[src/rtl/alu_arb_pkg.sv]
// alu_arb_pkg: shared types and constants for the alu_arbiter slice.
//   arb_state_e       - arbiter FSM states
//   WIDTH_DEF/SEL_W_DEF - default operand and select widths
//   PORT0/PORT1       - port index encodings used for owner/last/win
package alu_arb_pkg;

  localparam int unsigned WIDTH_DEF = 16;
  localparam int unsigned SEL_W_DEF = 4;

  localparam logic PORT0 = 1'b0;
  localparam logic PORT1 = 1'b1;

  typedef enum logic [1:0] {
    ARB_IDLE,
    ARB_EXEC,
    ARB_RESP
  } arb_state_e;

endpackage

[src/rtl/alu_arb_pick.sv]
// alu_arb_pick: combinational 2-way request picker.
//   v0, v1 : request valids for port 0 / port 1
//   last   : port granted most recently
//   en     : picking allowed this cycle
//   win    : chosen port index (meaningful only when any=1)
//   any    : a grant is issued this cycle
// Macro ALU_ARB_RR_EN: defined -> round-robin (both valid: !last wins);
// undefined -> fixed priority, port 0 first.
module alu_arb_pick
  import alu_arb_pkg::*;
(
  input  logic v0,
  input  logic v1,
  input  logic last,
  input  logic en,
  output logic win,
  output logic any
);

`ifdef ALU_ARB_RR_EN
  always_comb begin
    any = en & (v0 | v1);
    win = PORT0;
    if (v0 && v1) begin
      win = ~last;
    end else if (v1) begin
      win = PORT1;
    end
  end
`else
  logic unused_last;
  assign unused_last = last;

  always_comb begin
    any = en & (v0 | v1);
    win = v0 ? PORT0 : PORT1;
  end
`endif

endmodule

[src/rtl/alu_arbiter.sv]
// alu_arbiter: shares one combinational ALU between two requesters.
//   clk, rst                 - clock, synchronous active-high reset
//   reqN_valid/ready         - request handshake, port N (0: execute, 1: aux)
//   reqN_a, reqN_b, reqN_sel - request operands and ALU operation
//   rspN_valid/ready         - response handshake, port N
//   rsp_data                 - held ALU result, qualified by rspN_valid
//   alu_a, alu_b, alu_sel    - registered operands/select driven to the ALU
//   alu_out                  - ALU combinational result
// Macro ALU_ARB_RR_EN selects round-robin arbitration (default: port 0 priority).
module alu_arbiter
  import alu_arb_pkg::*;
#(
  parameter int unsigned WIDTH = WIDTH_DEF,
  parameter int unsigned SEL_W = SEL_W_DEF
) (
  input  logic             clk,
  input  logic             rst,
  input  logic             req0_valid,
  output logic             req0_ready,
  input  logic [WIDTH-1:0] req0_a,
  input  logic [WIDTH-1:0] req0_b,
  input  logic [SEL_W-1:0] req0_sel,
  input  logic             req1_valid,
  output logic             req1_ready,
  input  logic [WIDTH-1:0] req1_a,
  input  logic [WIDTH-1:0] req1_b,
  input  logic [SEL_W-1:0] req1_sel,
  output logic             rsp0_valid,
  input  logic             rsp0_ready,
  output logic             rsp1_valid,
  input  logic             rsp1_ready,
  output logic [WIDTH-1:0] rsp_data,
  output logic [WIDTH-1:0] alu_a,
  output logic [WIDTH-1:0] alu_b,
  output logic [SEL_W-1:0] alu_sel,
  input  logic [WIDTH-1:0] alu_out
);

  arb_state_e state, state_nxt;
  logic       owner;
  logic       last;
  logic       can_accept;
  logic       owner_rsp_ready;
  logic       win;
  logic       accept;

  alu_arb_pick u_pick (
    .v0   (req0_valid),
    .v1   (req1_valid),
    .last (last),
    .en   (can_accept),
    .win  (win),
    .any  (accept)
  );

  always_comb begin
    owner_rsp_ready = (owner == PORT1) ? rsp1_ready : rsp0_ready;
    // Grants are blocked while rst is high so no request is consumed by a
    // cycle that reset is about to discard.
    can_accept = ~rst & ((state == ARB_IDLE) ||
                         ((state == ARB_RESP) && owner_rsp_ready));
    req0_ready = accept & (win == PORT0);
    req1_ready = accept & (win == PORT1);
    rsp0_valid = (state == ARB_RESP) && (owner == PORT0);
    rsp1_valid = (state == ARB_RESP) && (owner == PORT1);

    state_nxt = state;
    case (state)
      ARB_IDLE: if (accept) state_nxt = ARB_EXEC;
      ARB_EXEC: state_nxt = ARB_RESP;
      ARB_RESP: begin
        if (owner_rsp_ready) begin
          state_nxt = accept ? ARB_EXEC : ARB_IDLE;
        end
      end
      default:  state_nxt = ARB_IDLE;
    endcase
  end

  always_ff @(posedge clk) begin
    if (rst) begin
      state    <= ARB_IDLE;
      owner    <= PORT0;
      last     <= PORT1;
      alu_a    <= '0;
      alu_b    <= '0;
      alu_sel  <= '0;
      rsp_data <= '0;
    end else begin
      state <= state_nxt;
      if (accept) begin
        owner   <= win;
        last    <= win;
        alu_a   <= (win == PORT1) ? req1_a   : req0_a;
        alu_b   <= (win == PORT1) ? req1_b   : req0_b;
        alu_sel <= (win == PORT1) ? req1_sel : req0_sel;
      end
      if (state == ARB_EXEC) begin
        rsp_data <= alu_out;
      end
    end
  end

endmodule

[config.mk]
export PLATFORM = sky130hd
export DESIGN_NAME = alu_arbiter
export DESIGN_NICKNAME = d
export VERILOG_FILES = /design/src/rtl/alu_arb_pkg.sv /design/src/rtl/alu_arb_pick.sv /design/src/rtl/alu_arbiter.sv
export SDC_FILE = /design/constraint.sdc
export NUM_CORES = 1
export LEC_CHECK = 0
export ABC_AREA = 1
export CAP_MARGIN = 20
export CORE_ASPECT_RATIO = 0.8
export CORE_MARGIN = 5
export CORE_UTILIZATION = 41
export CTS_CLUSTER_SIZE = 40
export DETAILED_ROUTE_END_ITERATION = 10
export PLACE_DENSITY = 0.86
export SLEW_MARGIN = 20
export SYNTH_ARGS = -nofsm -noshare
export SYNTH_HDL_FRONTEND = slang
export SYNTH_HIERARCHICAL = 1
export SYNTH_SLANG_ARGS = --single-unit
[constraint.sdc]
create_clock -name clk -period 2.5 [get_ports clk]
set_input_delay 0.375 -clock clk [delete_from_list [all_inputs] [get_ports clk]]
set_output_delay 0.375 -clock clk [all_outputs]
set_load 0.05 [all_outputs]
# ---- Yosys cells after proc, flatten, opt, wreduce, memory -nomap -nowiden
# Cells that the tools add are included.
dict set report classes {
  eq_ne 4
  n_reduce_logical 6
  n_mux 9
  bitwise_logic 7
}
# cell count
set ops {}
lappend ops {{$mux W16} 2}
lappend ops {{$pmux W2 S3} 1}
lappend ops {{$and A1 B1 Y1} 4}
lappend ops {{$mux W2} 2}
lappend ops {{$mux W4} 1}
lappend ops {{$ne A2 B2 Y1 const B} 2}
lappend ops {{$logic_and A1 B1 Y1} 3}
lappend ops {{$mux W1} 3}
lappend ops {{$eq A2 B1 Y1 const B} 1}
lappend ops {{$eq A2 B2 Y1 const B} 1}
lappend ops {{$logic_not A2 Y1} 1}
lappend ops {{$not A1 Y1} 2}
lappend ops {{$reduce_and A2 Y1} 1}
lappend ops {{$logic_or A1 B1 Y1} 1}
lappend ops {{$or A1 B1 Y1} 1}
dict set report word_totals {
  out_inout_bits 56
  wordCells 32
  regBits 55
  input_bits 94
}

# ---- Longest topological paths before layout
dict set report depth {
  depth_word 8
  ltp_mapped 14
}

# ---- By module
# Netlist, hierarchy kept.
# mod seq_area_each_um2 area_per_inst_um2 cells_per_inst instances
set modules_own_cells {}
lappend modules_own_cells {alu_arbiter 1121.1 2568.7 373 1}
lappend modules_own_cells {alu_arb_pick 0.0 15.0 4 1}

# ---- Worst setup path after synthesis
# Ideal clock, no wire load.
dict set report synth_path {
  path_type {register to output}
  from {register owner}
  to {output port req0_ready}
  stages_incl_launch_ff 11
  setup_slack_ns 0.396
  t_arrival_ns 1.729
  n_path_buf 1
  path_cell_list {dfxtp_1 inv_1 nand2_1 nand3_1 nand2_1 inv_1 inv_1 nor2_1 inv_2 buf_4 nor2_1}
}
dict set report synth_between {
  elab_chain_len 6
}
# item line_no
set synth_lines {}
lappend synth_lines {{start: declaration} alu_arbiter.sv:40} ;# logic owner;
lappend synth_lines {{start signal: assignment} alu_arbiter.sv:92} ;# owner <= win;
lappend synth_lines {{$mux W1} alu_arbiter.sv:57} ;# owner_rsp_ready = (owner == PORT1) ? rsp1_ready : rsp0_ready;
lappend synth_lines {{$logic_and A1 B1 Y1} alu_arbiter.sv:61} ;# ((state == ARB_RESP) && owner_rsp_ready));
lappend synth_lines {{$logic_or A1 B1 Y1} alu_arbiter.sv:60} ;# can_accept = ~rst & ((state == ARB_IDLE) ||
lappend synth_lines {{$and A1 B1 Y1} alu_arbiter.sv:60}
lappend synth_lines {{net can_accept} alu_arbiter.sv:42} ;# logic can_accept;
lappend synth_lines {{$and A1 B1 Y1} alu_arb_pick.sv:35} ;# any = en & (v0 | v1);
lappend synth_lines {{net accept} alu_arbiter.sv:45} ;# logic accept;
lappend synth_lines {{$and A1 B1 Y1} alu_arbiter.sv:62} ;# req0_ready = accept & (win == PORT0);
lappend synth_lines {{end: declaration} alu_arbiter.sv:19} ;# output logic req0_ready,
# The timed path passes the listed nets, and every way through them passes these cells.

# ---- Worst setup path after layout
dict set report layout_path {
  from {register state[1]}
  to {output port rsp0_valid}
}
dict set report layout_between {
  elab_chain_len 2
}
# item line_no
set layout_lines {}
lappend layout_lines {{start: declaration} alu_arbiter.sv:39} ;# arb_state_e state, state_nxt;
lappend layout_lines {{start signal: assignment} alu_arbiter.sv:90} ;# state <= state_nxt;
lappend layout_lines {{$eq A2 B2 Y1} alu_arbiter.sv:64} ;# rsp0_valid = (state == ARB_RESP) && (owner == PORT0);
lappend layout_lines {{$logic_and A1 B1 Y1} alu_arbiter.sv:64}
lappend layout_lines {{end: declaration} alu_arbiter.sv:28} ;# output logic rsp0_valid,
# Every way passes these cells.

==> results.yml <==
clock_network:
  clk_transition_reported_paths_ns: 0.09
  cts_tree: "built"
  post_cts_resize_count: 0
  clk_latency_ns: 0.30
  cts_buffers: 5
  cts.path.max_buffers: 2
  htreeDepth: 2
  root_buffer: "clkbuf_8"
  clock-sinks: 55
  cts_hold_buffers: 0
  cts_setup_buffers: 0
drt:
  detail_route.first_pass.iterations: 4
  routed_via_density: 4.85
  wl_met3_um: 672
  vias: 2865
  wl_per_cell_um: 14.0
  wirelength_mm: 8.27
  top_layer: "met4"
  m1WireLength_mm: 3.35
  drt-initial-drc-count: 135
  dr_wl_met2_mm: 4.02
  drc: 0
  ant_nets: 0
floorplanning:
  die_h_um: 80.6
  ios: 150
  coreArea_mm2: 0.00597
  die_w_um: 98.3
  initial_core_util: 0.428
  rows: 25
  dieArea_mm2: 0.00792
global_route:
  grt_first_pass_wirelength_mm: 12.9
  grt_max_degree: 74
  grt_pass1_vias: 2703
  grt_overflow_total: 0
  antenna_found_initial: 0
  grt_use_total: 0.202
setup_path:
  crit_type: "reg2out"
  cp-end-kind: "primary output"
  worstPathArrival_ns: 1.89
  crit_required_ns: 2.12
  reg2reg_depth: 13
  path_max_fanout: 3
  timing.critical_path.from_type: "register"
cells_and_area:
  utilization: 0.690
  layout_common_cells: "147 x clkdlybuf4s50_1, 110 x nand3_1, 77 x nand2_1, 55 x dfxtp_1, 43 x inv_1"
  num-nets-final: 603
  nFillCells: 497
  syn_to_final_growth_pct: 61.5
  drive_gt1_frac: 0.0392
  antenna_cells: 0
  final_common_cell: "clkdlybuf4s50_1"
timing:
  tns_ns: 0
  fin_worst_skew_ns: 0.00693
  drv_slew: 0
  slew_headroom: 0.581
  finalCriticalPeriod_ns: 2.27
  post-route-period-util: 0.906
  tightest_slew_ns: 0.628
  maxClockFrequency_mhz: 441
  finalSetupViolations: 0
  hold-worst-slack_ns: 0.491
  rsz0062_at_grt: "false"
  hold_violations: 0
power_and_ir_drop:
  power_density_mw_per_mm2: 529
  p_leak_uw: 0.00189
  ir_drop_mv: 0.295
hold_path:
  min_path_cells: 2
  hp-class: "reg2reg"
outcome:
  status: "finished, final reports clean"
job:
  cap_violations: 0
logic_synthesis:
  synthCells: 374
  synth_warnings: 6
  avgSynthCellArea_um2: 6.83
  synthesis.nets: 468
  syn-cell-area_mm2: 0.00255
placement:
  io_buffers: 149
  dp_hpwl_mm: 6.04
  gp_congestion: 0.811
## metal layers
metal | up-vias | GRT usage
met2 | 113 | 0.349
met3 | 17 | 0.0512
li1 | 1454 | -
met4 | 0 | 0.0819
met1 | 1281 | 0.241
met5 | - | 0
## worst paths after layout
path | end | from | slack, ns
worst min register to register | rsp_data[12]$_SDFFE_PP0N_ | rsp_data[12]$_SDFFE_PP0N_ | 0.49
worst max-delay path | rsp0_valid | state[1]$_SDFFE_PP0P_ | 0.23
worst max register to register | alu_b[10]$_SDFFE_PP0P_ | owner$_SDFFE_PP0P_ | 0.81
worst min-delay path | rsp_data[12]$_SDFFE_PP0N_ | rsp_data[12]$_SDFFE_PP0N_ | 0.49
## sequential cells by signal, summed over array words and instances (netlist names)
register / flops
state: 2
alu_a: 16
rsp_data: 16
alu_sel: 4
owner: 1
alu_b: 16
## metrics by stage
stage | std cells | power [uW] | instance area (um2) | worst slack (ns)
after global routing | 591 | 2300 | 4130 | 0.153
after global placement | 583 | 1730 | 4040 | 0.343
after CTS | 591 | 2200 | 4130 | 0.232
final | 591 | 2180 | 4130 | 0.235
after detailed placement | 583 | 1740 | 4040 | 0.306
after floorplan | 374 | 1430 | 2550 | 0.396
## area by class of cell
cell class / instances / area (um2) / area share
inverters: 47 / 176 / 0.0428
multi-input cells: 246 / 1100 / 0.268
clock inverters: 1 / 5.00 / 0.00121
repair buffers: 154 / 1560 / 0.379
well taps: 81 / 101 / 0.0246
clock buffers: 7 / 76.3 / 0.0185
flip-flops and latches: 55 / 1100 / 0.267
## report_power, final
group          switching, uW  internal, uW  total (uW)
sequential              32.2           939         971
combinational            437           312         749
clock                    266           197         463
total                    735          1450        2180
## worst max-delay path, cell delays in order (launching register included)
cell and delay [ns]:
dfxtp_1 0.35, inv_1 0.07, nor2_1 0.16, inv_1 0.08, nor2_1 0.11, clkdlybuf4s50_1 0.84
Power figures use the tool's default switching activity.
